$ cat src/rtl/prt_dp_lb_bridge.sv
// prt_dp_lb_bridge: CPU data port to P_PORTS local-bus slaves, one
// transaction at a time, single ACK for reads and writes, error ACK on
// decode miss (and on read timeout when PRT_LB_BRIDGE_TIMEOUT_EN is defined).
//
// Ports:
//   CLK_IN, RST_IN (async, active-low)
//   CPU_ADR_IN/CPU_DAT_IN/CPU_WR_IN/CPU_REQ_IN   : CPU request
//   CPU_DAT_OUT/CPU_ACK_OUT/CPU_ERR_OUT          : CPU response
//   LB_ADR_OUT/LB_DAT_OUT                        : shared downstream addr/data
//   LB_WR_OUT/LB_RD_OUT                          : one-hot strobes per port
//   LB_DAT_IN/LB_VLD_IN                          : per-port read return
//   ERR_CNT_OUT                                  : saturating error-ACK count
module prt_dp_lb_bridge #(
    parameter int P_PORTS   = 8,
    parameter int P_UP_ADR  = 22,
    parameter int P_DWN_ADR = 16,
    parameter int P_TIMEOUT = 255
) (
    input  logic                   CLK_IN,
    input  logic                   RST_IN,
    input  logic [P_UP_ADR-1:0]    CPU_ADR_IN,
    input  logic [31:0]            CPU_DAT_IN,
    input  logic                   CPU_WR_IN,
    input  logic                   CPU_REQ_IN,
    output logic [31:0]            CPU_DAT_OUT,
    output logic                   CPU_ACK_OUT,
    output logic                   CPU_ERR_OUT,
    output logic [P_DWN_ADR-1:0]   LB_ADR_OUT,
    output logic [31:0]            LB_DAT_OUT,
    output logic [P_PORTS-1:0]     LB_WR_OUT,
    output logic [P_PORTS-1:0]     LB_RD_OUT,
    input  logic [32*P_PORTS-1:0]  LB_DAT_IN,
    input  logic [P_PORTS-1:0]     LB_VLD_IN,
    output logic [7:0]             ERR_CNT_OUT
);

    localparam int LP_SW = (P_PORTS > 1) ? $clog2(P_PORTS) : 1;
    localparam logic [LP_SW:0] LP_NPORTS = (LP_SW+1)'(P_PORTS);

    typedef enum logic [1:0] {
        S_IDLE,
        S_ISSUE,
        S_RD_WAIT,
        S_ACK
    } state_t;

    state_t               r_state;
    logic                 r_dir;
    logic [P_PORTS-1:0]   r_hot;
    logic [31:0]          r_cpu_dat;
    logic                 r_ack;
    logic                 r_err;
    logic [P_DWN_ADR-1:0] r_lb_adr;
    logic [31:0]          r_lb_dat;
    logic [P_PORTS-1:0]   r_wr;
    logic [P_PORTS-1:0]   r_rd;
    logic [7:0]           r_err_cnt;

    logic [LP_SW-1:0]     w_sel;
    logic                 w_sel_ok;
    logic [P_PORTS-1:0]   w_hot;
    logic                 w_vld;
    logic [31:0]          w_rdat;
    logic [7:0]           w_cnt_inc;

    assign w_sel     = CPU_ADR_IN[P_DWN_ADR +: LP_SW];
    assign w_sel_ok  = ({1'b0, w_sel} < LP_NPORTS);
    assign w_hot     = P_PORTS'(1) << w_sel;
    // only the selected port's valid/data matter; others are masked out
    assign w_vld     = |(LB_VLD_IN & r_hot);
    assign w_cnt_inc = (r_err_cnt == 8'hFF) ? r_err_cnt : r_err_cnt + 8'd1;

    always_comb begin
        w_rdat = '0;
        for (int i = 0; i < P_PORTS; i++) begin
            if (r_hot[i]) begin
                w_rdat = LB_DAT_IN[32*i +: 32];
            end
        end
    end

    // address bits above the port select are not decoded
    generate
        if (P_UP_ADR > P_DWN_ADR + LP_SW) begin : g_hi_adr
            logic w_unused_adr;
            assign w_unused_adr = ^CPU_ADR_IN[P_UP_ADR-1:P_DWN_ADR+LP_SW];
        end
    endgenerate

`ifdef PRT_LB_BRIDGE_TIMEOUT_EN
    localparam logic [15:0] LP_TO_LAST = 16'(P_TIMEOUT - 1);
    logic [15:0] r_to_cnt;
`else
    logic [15:0] w_unused_to;
    assign w_unused_to = 16'(P_TIMEOUT);
`endif

    always_ff @(posedge CLK_IN or negedge RST_IN) begin
        if (!RST_IN) begin
            r_state   <= S_IDLE;
            r_dir     <= 1'b0;
            r_hot     <= '0;
            r_cpu_dat <= '0;
            r_ack     <= 1'b0;
            r_err     <= 1'b0;
            r_lb_adr  <= '0;
            r_lb_dat  <= '0;
            r_wr      <= '0;
            r_rd      <= '0;
            r_err_cnt <= '0;
`ifdef PRT_LB_BRIDGE_TIMEOUT_EN
            r_to_cnt  <= '0;
`endif
        end else begin
            r_ack <= 1'b0;
            r_wr  <= '0;
            r_rd  <= '0;
            unique case (r_state)
                S_IDLE: begin
                    if (CPU_REQ_IN) begin
                        r_dir <= CPU_WR_IN;
                        if (w_sel_ok) begin
                            r_hot    <= w_hot;
                            r_lb_adr <= CPU_ADR_IN[P_DWN_ADR-1:0];
                            r_lb_dat <= CPU_DAT_IN;
                            if (CPU_WR_IN) begin
                                r_wr <= w_hot;
                            end else begin
                                r_rd <= w_hot;
                            end
                            r_state <= S_ISSUE;
                        end else begin
                            // no such port: answer at once, never strobe
                            r_ack     <= 1'b1;
                            r_err     <= 1'b1;
                            r_err_cnt <= w_cnt_inc;
                            if (!CPU_WR_IN) begin
                                r_cpu_dat <= 32'hFFFF_FFFF;
                            end
                            r_state <= S_ACK;
                        end
                    end
                end
                S_ISSUE: begin
                    if (r_dir) begin
                        r_ack   <= 1'b1;
                        r_err   <= 1'b0;
                        r_state <= S_ACK;
                    end else begin
`ifdef PRT_LB_BRIDGE_TIMEOUT_EN
                        r_to_cnt <= '0;
`endif
                        r_state <= S_RD_WAIT;
                    end
                end
                S_RD_WAIT: begin
                    // valid is checked first so it beats a same-cycle expiry
                    if (w_vld) begin
                        r_ack     <= 1'b1;
                        r_err     <= 1'b0;
                        r_cpu_dat <= w_rdat;
                        r_state   <= S_ACK;
                    end
`ifdef PRT_LB_BRIDGE_TIMEOUT_EN
                    else if (r_to_cnt == LP_TO_LAST) begin
                        r_ack     <= 1'b1;
                        r_err     <= 1'b1;
                        r_err_cnt <= w_cnt_inc;
                        r_cpu_dat <= 32'hFFFF_FFFF;
                        r_state   <= S_ACK;
                    end else begin
                        r_to_cnt <= r_to_cnt + 16'd1;
                    end
`endif
                end
                S_ACK: begin
                    r_state <= S_IDLE;
                end
                default: begin
                    r_state <= S_IDLE;
                end
            endcase
        end
    end

    assign CPU_DAT_OUT = r_cpu_dat;
    assign CPU_ACK_OUT = r_ack;
    assign CPU_ERR_OUT = r_err;
    assign LB_ADR_OUT  = r_lb_adr;
    assign LB_DAT_OUT  = r_lb_dat;
    assign LB_WR_OUT   = r_wr;
    assign LB_RD_OUT   = r_rd;
    assign ERR_CNT_OUT = r_err_cnt;

endmodule
$ cat config.mk
export PLATFORM = sky130hd
export DESIGN_NAME = prt_dp_lb_bridge
export DESIGN_NICKNAME = d
export VERILOG_FILES = /design/src/rtl/prt_dp_lb_bridge.sv
export SDC_FILE = /design/constraint.sdc
export NUM_CORES = 1
export LEC_CHECK = 0
export BUFFER_PORTS_ARGS = -buffer_cell sky130_fd_sc_hd__buf_2
export CAP_MARGIN = 30
export CORE_AREA = 2 2 168 170
export DETAILED_ROUTE_END_ITERATION = 6
export DIE_AREA = 0 0 170 172
export SLEW_MARGIN = 10
export SYNTH_ARGS = -nofsm -noshare
export SYNTH_HDL_FRONTEND = slang
export SYNTH_SLANG_ARGS = --single-unit
$ cat constraint.sdc
create_clock -name CLK_IN -period 2.15 [get_ports CLK_IN]
set_clock_uncertainty 0.05 [all_clocks]
set_input_delay 0.215 -clock CLK_IN [delete_from_list [all_inputs] [get_ports CLK_IN]]
set_output_delay 0.215 -clock CLK_IN [all_outputs]
set_load 0.05 [all_outputs]
# Yosys cells after proc, flatten, opt, wreduce, memory -nomap -nowiden

Cells that the tools add are included.

Register bits: 109
Output and inout port bits: 106

Reductions and logical operators: 7
Shifts and indexed selects: 1
Multiplexer cells: 24
Bitwise logic cells: 1
Equality and inequality tests: 6

Operator list:

| operator                                                          | number |
|---|---|
| 32-bit two-way mux                                                | 8 |
| 8-bit two-way mux                                                 | 6 |
| 8-bit AND                                                         | 1 |
| 2-bit case mux with 4 select lines                                | 1 |
| 8-bit OR reduction                                                | 1 |
| 1-bit by 3-bit << shifter with 8-bit output, first input constant | 1 |
| 2-bit != test, second input constant                              | 3 |
| 2-bit AND reduction                                               | 3 |
| 1-bit two-way mux                                                 | 5 |
| 2-bit == test, second input constant                              | 2 |
| 2-bit two-way mux                                                 | 2 |
| 1-bit case mux with 2 select lines                                | 2 |
| 3-bit AND reduction                                               | 1 |
| 2-bit by 1-bit == test with 1-bit output, second input constant   | 1 |
| 2-bit logical NOT                                                 | 1 |
| 2-bit nonzero test                                                | 1 |

# Depth between registers and ports, before layout

Gate-level depths: netlist of the first run.

Depth in word-level cells: 8
Gate-level depth with buffers: 8
Depth with buffers taken out: 6

# Least setup slack after synthesis of the first run

No wires, ideal clock.

Path kind: reg2reg
Start: reg r_state[0]
End: reg r_lb_adr[10] (netlist: LB_ADR_OUT[10])
Arrival: 1555 ps
Cell stages (with the launch flop): 7
Period minus slack after synthesis: 1729 ps
Data required time: 1975 ps
Path buffers: 2
Setup slack: 421 ps
Path through: dfrtp_1 -> inv_1 -> ha_1 -> nand2_1 -> buf_2 -> buf_2 -> mux2_2

Word-level cells in the longest chain between the ends: 2

Ends and longest elaborated chain:

| what                          | line | text |
|---|---|---|
| start, declared               | 47   | `state_t r_state;` |
| start signal, assigned        | 100  | `r_state <= S_IDLE;` |
| start signal, assigned        | 131  | `r_state <= S_ISSUE;` |
| start signal, assigned        | 140  | `r_state <= S_ACK;` |
| 2-bit logical NOT             | 118  | `unique case (r_state)` |
| 2-bit AND reduction (no line) | -    |  |
| end signal, assigned          | 124  | `r_lb_adr <= CPU_ADR_IN[P_DWN_ADR-1:0];` |
| end, declared                 | 53   | `logic [P_DWN_ADR-1:0] r_lb_adr;` |

No other way between the ends.
A chain may end at the register's enable or synchronous reset.

# Final worst setup path of the first run

Start: reg r_hot[5]
End: reg r_cpu_dat[27] (netlist: CPU_DAT_OUT[27])

Word-level cells in the longest chain between the ends: 3
Elaborated cells on any way between the ends: 6

Ends and longest elaborated chain:

| what                                                                | line   | text |
|---|---|---|
| start, declared                                                     | 49     | `logic [P_PORTS-1:0] r_hot;` |
| start signal, assigned                                              | 123    | `r_hot <= w_hot;` |
| 8-bit AND or 32-bit two-way mux (tied branches)                     | 70, 76 |  |
| 8-bit OR reduction or 32-bit two-way mux (tied branches)            | 70, 76 |  |
| 2-bit AND reduction (no line) or 32-bit two-way mux (tied branches) | -      |  |
| end signal, assigned                                                | 161    | `r_cpu_dat <= w_rdat;` |
| end, declared                                                       | 50     | `logic [31:0] r_cpu_dat;` |

Several ways; a longest one is shown, not always the timed one.

==> results of run 1 <==
registers in the layout, summed over array words and instances (netlist names):
signal	flops
r_dir	1
LB_DAT_OUT	32
LB_ADR_OUT	16
LB_RD_OUT	8
LB_WR_OUT	8
CPU_DAT_OUT	32
r_state	2
CPU_ACK_OUT	1
r_hot	8
critical path, delay by kind of cell (launching register included):
kind	cells	cell delay (ns)
compound gates	4	0.74
simple gates	1	0.29
flops	1	0.46
buf+inv	1	0.19
logic make-up after synthesis:
logic type / synth area share, %
mux: 8.92
compound gates: 33.1
other cells: 0.0594
buf+inv: 7.12
fa+ha+maj: 0.595
flops: 42.8
simple gates: 7.38
power groups by stage:
stage          clock network (mW)  registers [mW]  logic [mW]
6_report                     1.80            3.39        11.0
5_1_grt                      1.97            3.50        11.7
4_1_cts                      1.88            3.41        11.0
3_5_place_dp                    0            3.44        11.0
3_3_place_gp                    0            3.40        10.9
2_1_floorplan                   0            5.74        5.71
timing repair:
item,in CTS,in global routing
setup buffers,0,0
endpoints found under the hold margin,29,0
endpoints found under the setup margin,0,0
hold buffers,1,0
area by class of cell:
cell class	count	area, µm²	share of cell area, %
Clock buffer	9	225	2.47
Multi-Input combinational cell	446	3210	35.2
Timing Repair Buffer	443	2420	26.5
Clock inverter	7	83.8	0.920
Inverter	9	33.8	0.371
Tap cell	346	433	4.75
Sequential cell	108	2710	29.8
placed cells by master (no fill, tap or decap), types with 4 or more instances in the layout:
cell	n
buf_2	414
dfrtp_1	102
o22ai_1	63
nand2_1	50
mux2_2	50
nor2_1	45
a21oi_1	36
o31ai_1	32
a221oi_1	31
a221o_1	28
a21oi_2	28
o31a_2	28
buf_4	18
o21ai_0	10
buf_12	10
conb_1	9
clkbuf_16	9
inv_1	7
nor3_1	6
dfrtp_2	6
a22oi_1	4
path summary, 6_finish.rpt:
path | startpoint | endpoint | slack (ns) | cells past startpoint
max | r_hot[5]$_DFFE_PN0P_ | CPU_DAT_OUT[27]$_DFFE_PN0P_ | 0.30 | 6
min | CPU_ADR_IN[12] | LB_ADR_OUT[12]$_DFFE_PN0P_ | 0.03 | 2
max in group asynchronous | RST_IN | CPU_DAT_OUT[7]$_DFFE_PN0P_ | 1.10 | 3
min reg2reg | CPU_DAT_OUT[16]$_DFFE_PN0P_ | CPU_DAT_OUT[16]$_DFFE_PN0P_ | 0.42 | 2
max reg2reg | r_hot[5]$_DFFE_PN0P_ | CPU_DAT_OUT[27]$_DFFE_PN0P_ | 0.30 | 6
min in group asynchronous | RST_IN | LB_DAT_OUT[7]$_DFFE_PN0P_ | 0.32 | 2
metal layers:
metal	vias to the layer above	part of all wire, %	track usage, %
met5	-	0.094	0
met3	55	9.7	5.47
met4	4	2.3	5.87
li1	3204	-	-
met1	3313	41	22.2
met2	422	47	30.7
through the flow:
step | util (%) | std cells | instance area, µm² | total power [mW] | worst slack [ns]
5_1_grt | 33.2 | 1368 | 9110 | 17.2 | 0.239
4_1_cts | 33.2 | 1368 | 9110 | 16.3 | 0.319
6_report | 33.2 | 1368 | 9110 | 16.2 | 0.299
3_3_place_gp | 32.0 | 1351 | 8790 | 14.3 | 0.326
3_5_place_dp | 32.0 | 1351 | 8790 | 14.5 | 0.323
2_1_floorplan | - | 637 | 6340 | 11.4 | 0.421
==> impl_metrics.yaml, run 1 <==
status:
  status: "finished clean"
clocking:
  numCtsBuffers: 9
  clk_pin_slew_ns: 0.09
  root_buffer: "clkbuf_16"
  cts_max_path_buffers: 2
  cts_tree: "yes"
  cts_max_level: 3
  worst_skew_pair.late_latency_ns: 0.35
  post_cts_resized: 0
  cts_sinks: 108
worst_hold_path:
  hp-class: "in -> reg"
sta:
  period_minus_slack_ns: 1.85
  setup_viol: 0
  rsz0062_at_grt: "false"
  fmax_mhz: 540
  timing.hold.ws_ns: 0.0293
  max_slew.worst_pin.slew_ns: 0.569
  finalHoldViolCount: 0
  final_max_slew_viol_count: 0
  period_share_pct: 86.1
  max-slew-margin-rel_pct: 62.1
  finalSetupTns_ns: 0
global_routing:
  grt_pass1_wl_mm: 39.8
  antenna_found_initial: 2
  grt_overflow: 0
  grt_pass1_vias: 6864
  grt_max_degree: 65
  track_usage_pct: 18.2
layout:
  diodes: 0
  area.growth.synth_to_final_pct: 44.3
  nFillCells: 2928
  nets: 1342
  drive_gt1_share_pct: 56.8
synth:
  ys_top_cells_by_area: "dfrtp_1 43%, mux2_2 8.9%, o22ai_1 6.2%"
  yosys.area.top_type: "dfrtp_1"
  yosysSeqAreaShare_pct: 42.8
  yosysTopAreaCellShare_pct: 42.8
  synth_async_sr_flop_share_pct: 100
  synth-edff-count: 0
  synth_warnings: 0
  synth_area_per_cell_um2: 10.0
  ys_seq_elements: 108
  syn_inst: 629
  yosysMostFrequentCell: "dfrtp_1"
  synth_cell_types: 39
  synth_common_cells: "108 x dfrtp_1, 63 x o22ai_1, 51 x nand2_1, 50 x mux2_2, 45 x nor2_1"
  syn_area_mm2: 0.00631
  synthFlopType: "dfrtp_1"
die:
  fp.coreArea_mm2: 0.0275
  die_y_um: 172
  initial_core_util_pct: 23.0
  die_x_um: 170
  io_pins: 428
  rows: 61
  die_area_mm2: 0.0292
power:
  sequentialPowerShare_pct: 20.9
  switching_power_mw: 8.45
  power-per-cell-area_mw_per_mm2: 1780
  internal_power_mw: 7.78
  peakVddDrop_mv: 1.02
  p_comb_share_pct: 68.0
  power_frac_clock_pct: 11.1
  leakage_nw: 4.41
  swShare_pct: 52.1
setup_path:
  crit_chain: "or2_1 > buf_12 > a221o_2 > a21oi_1 > o31a_1 > o31ai_1"
  cpMaxStageDelayCell: "dfrtp_1"
  crit_fanout: 32
  worstPathArrival_ns: 2.04
  cp-end-kind: "register"
  crit_type: "reg -> reg"
  required_ns: 2.34
  cp_slowest_stage_delay_ns: 0.46
  critPathLaunchType: "register"
drt:
  wirelength_mm: 28.7
  drt_iter0_drc: 394
  routed-via-count: 6998
  drc: 0
  wl_per_cell_um: 21.0
  dr.pass1.iters: 5
  viasPerCell: 5.12
  ant_nets: 0
place:
  port_buffers: 415
  gp_congestion: 0.793
  dp_hpwl_mm: 20.6
run:
  cap_viol_max_count: 0
Power figures use the tool's default switching activity.
==> run 2, diff against run 1 <==
Settings changed: CORE_AREA 2 2 168 170 to 2 2 167 169, DIE_AREA 0 0 170 172 to 0 0 169 171.
Clock period 2.15 ns to 1.7 ns, I/O delays scaled along.
==> run 2 against run 1 <==
The flow now finishes with violations (negative setup slack). Register-to-register slack worse by 0.38 ns. Die area down 1.2%. Global-route usage up 2.0 points. Sequential cell count stayed put. Fmax rose by 3.7%. First-iteration DRC count increased by 37%. Clock-buffer cell count did not move. Power is 42% higher. Largest cell class unchanged. Via count up 7.2%. Largest power group unchanged. Sequential power is 27% higher. Non-clock buffer count up 83.
==> impl_metrics.yaml, run 2 (synthesis gave the netlist of run 1 again) <==
status:
  status: "complete, but fails checks"
  violations: "negative setup slack"
setup_path:
  crit_type: "reg -> reg"
  rr_endpoint: "CPU_DAT_OUT[25]$_DFFE_PN0P_"
  cp_slowest_stage_delay_ns: 0.45
  reg2reg_depth: 7
  critPathLaunchType: "register"
  crit_fanout: 10
  cp_common_cell: "buf_12"
  cpMaxStageDelayCell: "dfrtp_2"
  reg2reg_from: "r_hot[3]$_DFFE_PN0P_"
  reg2reg_slack_ns: -0.08
  required_ns: 1.90
  cp-end-kind: "register"
  crit_chain: "buf_12 > buf_12 > nor2b_4 > buf_12 > a221o_2 > a211oi_2 > o31ai_1"
  worstPathArrival_ns: 1.98
sta:
  max_slew.worst_pin.slew_ns: 0.517
  period_share_pct: 105
  max-slew-margin-rel_pct: 65.5
  rsz0062_at_grt: "true"
  finalSetupTns_ns: -0.584
  timing.hold.ws_ns: 0.0170
  timing.final.ws_setup_ns: -0.0845
  final_max_slew_viol_count: 0
  finalHoldViolCount: 0
  period_minus_slack_ns: 1.78
  fmax_mhz: 560
  setup_viol: 15
worst_hold_path:
  whs_path_depth: 2
  min_from: "CPU_DAT_IN[4]"
  min_to: "LB_DAT_OUT[4]$_DFFE_PN0P_"
  hp-class: "in -> reg"
drt:
  dr.pass1.iters: 5
  routed-via-count: 7502
  drc: 0
  route.met2.wl_mm: 15.8
  topRoutingLayerUsed: "met5"
  met3_length_mm: 2.90
  drt_iter0_drc: 538
  wl_per_cell_um: 22.1
  wirelength_mm: 32.2
  viasPerCell: 5.15
  wl_met1_mm: 12.6
  ant_nets: 0
place:
  gp_congestion: 0.841
  port_buffers: 415
  place_ws_ns: -0.339
  dp_hpwl_mm: 21.8
  dpl_cell_area_mm2: 0.00891
die:
  die_x_um: 169
  rows: 61
  initial_core_util_pct: 23.1
  fp.coreArea_mm2: 0.0273
  die_area_mm2: 0.0289
  io_pins: 428
  die_y_um: 171
power:
  peakVddDrop_mv: 1.37
  leakage_nw: 4.95
  power.total_mw: 23.0
  power-per-cell-area_mw_per_mm2: 2210
layout:
  drive_gt1_share_pct: 60.5
  layout_common_cells: "414 x buf_2, 101 x dfrtp_1, 63 x o22ai_1"
  multi_input_area_mm2: 0.00348
  nFillCells: 2742
  nets: 1426
  area.growth.synth_to_final_pct: 65.0
  final_common_cell: "buf_2"
  ff_latch_area_mm2: 0.00271
  final_area_mm2: 0.0104
clocking:
  clk_pin_slew_ns: 0.09
  worst_skew_pair.late_latency_ns: 0.36
  cts_max_path_buffers: 2
  cts_tree: "yes"
  numCtsBuffers: 9
  root_buffer: "clkbuf_16"
  cts_sinks: 108
  cts_max_level: 3
global_routing:
  grt_max_degree: 42
  track_usage_pct: 20.2
  grt_pass1_wl_mm: 43.6
  grt_pass1_vias: 7321
  antenna_found_initial: 5
  grt_overflow: 0
run:
  cap_viol_max_count: 0
[run 2: final cells by class]
cell class	instances	area share, %
Sequential cell	108	26.0
Clock inverter	7	0.649
Tap cell	346	4.16
Clock buffer	9	2.16
Multi-Input combinational cell	447	33.4
Timing Repair Buffer	526	33.1
Antenna cell	4	0.0961
Inverter	9	0.349
[run 2: stage by stage]
stage | cells | utilization (%)
5_1_grt | 1453 | 38.1
6_report | 1456 | 38.1
2_1_floorplan | 637 | -
4_1_cts | 1445 | 36.7
3_3_place_gp | 1364 | 32.6
3_5_place_dp | 1364 | 32.6
[run 2: routing by layer]
| metal | GRT usage (%) | up-vias |
|---|---|---|
| met5 | 0 | - |
| met4 | 7.62 | 2 |
| met3 | 5.02 | 59 |
| met2 | 35.0 | 430 |
| met1 | 24.2 | 3638 |
| li1 | - | 3373 |
[run 2: how the worst max path moves through the flow]
| stage | to | slack, ns | start |
|---|---|---|---|
| detailed placement | CPU_DAT_OUT[19]$_DFFE_PN0P_ | -0.34 | r_hot[4]$_DFFE_PN0P_ |
| floorplan | LB_ADR_OUT[13]$_DFFE_PN0P_ | -0.002 | r_state[0]$_DFFE_PN0P_ |
| global route | CPU_DAT_OUT[25]$_DFFE_PN0P_ | -0.13 | r_hot[3]$_DFFE_PN0P_ |
| CTS | CPU_DAT_OUT[27]$_DFFE_PN0P_ | -0.06 | r_hot[3]$_DFFE_PN0P_ |
| global placement | CPU_DAT_OUT[10]$_DFFE_PN0P_ | -0.27 | r_hot[4]$_DFFE_PN0P_ |
| finish | CPU_DAT_OUT[25]$_DFFE_PN0P_ | -0.08 | r_hot[3]$_DFFE_PN0P_ |
[run 2: timing repair]
| item | CTS | global route |
|---|---|---|
| gates cloned | 4 | 5 |
| setup buffers | 13 | 6 |
| hold endpoints to repair | 107 | 0 |
| hold buffers | 48 | 0 |
| pin swaps | 6 | 19 |
| setup endpoints to repair | 35 | 87 |
| resized for setup | 22 | 64 |
[run 2: critical path: cells and delay by family (launching register included)]
kind	cells	cell delay, ns
and+or+nand+nor	1	0.13
buffers and inverters	3	0.39
AOI/OAI and AO/OA	3	0.67
DFF	1	0.45
[run 2: power breakdown]
part           leakage [nW]  switching (mW)  internal (mW)
Sequential             1.35           0.696           3.62
Clock                 0.145            1.15           1.04
Combinational          3.46            9.88           6.64
Total                  4.95            11.7           11.3
==> run 3, diff against run 2 <==
Settings changed: CORE_AREA 2 2 167 169 to 2 2 168 170, DIE_AREA 0 0 169 171 to 0 0 170 172.
Clock period 1.7 ns to 1.8 ns, I/O delays scaled along.
==> run 3 against run 2 <==
The flow now finishes without violations. Global-route usage decreased by 0.062 points. Die area rose by 1.2%. Power shrank 11%. Clock power decreased by 3%. Final area fell by 5.2%. Wire length fell by 3.9%. Largest power group unchanged.
==> impl_metrics.yaml, run 3 (synthesis gave the netlist of run 1 again) <==
clocking:
  cts_tree: "yes"
  cts_max_path_buffers: 2
  numCtsBuffers: 9
  cts_max_level: 3
  clk_pin_slew_ns: 0.09
  worst_skew_pair.late_latency_ns: 0.35
  cts_sinks: 108
  root_buffer: "clkbuf_16"
die:
  io_pins: 428
  die_y_um: 172
  fp.coreArea_mm2: 0.0275
  initial_core_util_pct: 23.0
  die_area_mm2: 0.0292
  rows: 61
  die_x_um: 170
layout:
  layout_common_cells: "414 x buf_2, 101 x dfrtp_1, 63 x o22ai_1"
  final_area_mm2: 0.00987
  ff_latch_area_mm2: 0.00271
  final_common_cell: "buf_2"
  nets: 1404
  diodes: 0
  drive_gt1_share_pct: 56.4
  nFillCells: 2814
  multi_input_area_mm2: 0.00325
  fin_cells: 1430
  area.growth.synth_to_final_pct: 56.4
  fin_util_pct: 35.9
worst_hold_path:
  min_to: "LB_DAT_OUT[5]$_DFFE_PN0P_"
  whs_path_depth: 2
  min_from: "CPU_DAT_IN[5]"
  hp-class: "in -> reg"
setup_path:
  rr_endpoint: "CPU_DAT_OUT[15]$_DFFE_PN0P_"
  crit_fanout: 17
  reg2reg_depth: 5
  critPathLaunchType: "register"
  cpMaxStageDelayCell: "dfrtp_2"
  cp_top_family: "buffers and inverters"
  reg2reg_slack_ns: 0.08
  cp_slowest_stage_delay_ns: 0.44
  crit_chain: "buf_4 > buf_4 > bufbuf_16 > o31a_2 > o31ai_1"
  cp-end-kind: "register"
  cp_common_cell: "buf_4"
  path_buf_inv: 3
  crit_type: "reg -> reg"
  worstPathArrival_ns: 1.94
  required_ns: 2.01
  cp.depth: 5
  reg2reg_from: "r_hot[3]$_DFFE_PN0P_"
drt:
  ant_nets: 0
  routed-via-count: 7293
  drc: 0
  wl_per_cell_um: 21.6
  drt_iter0_drc: 447
  viasPerCell: 5.10
  wirelength_mm: 30.9
  dr.pass1.iters: 5
sta:
  rsz0062_at_grt: "false"
  setup_viol: 0
  finalHoldViolCount: 0
  period_share_pct: 95.8
  period_minus_slack_ns: 1.72
  timing.final.ws_setup_ns: 0.0756
  final_max_slew_viol_count: 0
  timing.hold.ws_ns: 0.0137
  finalSetupTns_ns: 0
  fmax_mhz: 580
place:
  dpl_cell_area_mm2: 0.00887
  dp_hpwl_mm: 21.3
  gp_congestion: 0.815
  dp_cells: 1359
  port_buffers: 415
  place_ws_ns: -0.300
global_routing:
  grt_overflow: 0
  grt_pass1_vias: 7310
  track_usage_pct: 20.1
  grt_max_degree: 66
  grt_pass1_wl_mm: 44.0
  antenna_found_initial: 1
power:
  power-per-cell-area_mw_per_mm2: 2070
  peakVddDrop_mv: 1.36
  leakage_nw: 4.74
  power.total_mw: 20.4
status:
  status: "finished clean"
run:
  cap_viol_max_count: 0
==> run 3: timing repair <==
action,CTS,global route
hold buffers,40,1
pin swaps,0,3
resized for setup,14,8
endpoints found under the hold margin,147,1
buffers inserted,8,2
endpoints found under the setup margin,35,33
gates cloned,4,0
==> run 3: cell type report <==
cell class	count	share of cell area (%)
inverters	9	0.342
repair buffers	504	31.8
well taps	346	4.38
multi-input cells	447	32.9
flip-flops and latches	108	27.5
clock buffers	9	2.28
clock inverters	7	0.786
==> run 3: power by group <==
part | total (mW) | internal [mW] | switching (mW)
clock | 2.12 | 0.992 | 1.13
combinational | 14.3 | 5.57 | 8.73
sequential | 3.99 | 3.42 | 0.575
total | 20.4 | 9.97 | 10.4
==> run 3: routing by layer <==
metal	vias to the layer above	routed length, µm	share of wire, %	global-route usage, %
li1	3320	-	-	-
met1	3510	12400	40	24.4
met2	424	15300	50	35.5
met3	37	2670	8.6	5.13
met4	2	507	1.6	5.69
met5	-	13	0.042	0
==> run 3: how the worst max path moves through the flow <==
| stage | from | endpoint |
|---|---|---|
| 3_5_place_dp | r_hot[4]$_DFFE_PN0P_ | CPU_DAT_OUT[11]$_DFFE_PN0P_ |
| 3_3_place_gp | r_hot[4]$_DFFE_PN0P_ | CPU_DAT_OUT[26]$_DFFE_PN0P_ |
| 6_report | r_hot[3]$_DFFE_PN0P_ | CPU_DAT_OUT[15]$_DFFE_PN0P_ |
| 5_1_grt | r_hot[6]$_DFFE_PN0P_ | CPU_DAT_OUT[8]$_DFFE_PN0P_ |
| 4_1_cts | r_hot[4]$_DFFE_PN0P_ | CPU_DAT_OUT[23]$_DFFE_PN0P_ |
| 2_1_floorplan | r_state[0]$_DFFE_PN0P_ | LB_ADR_OUT[10]$_DFFE_PN0P_ |
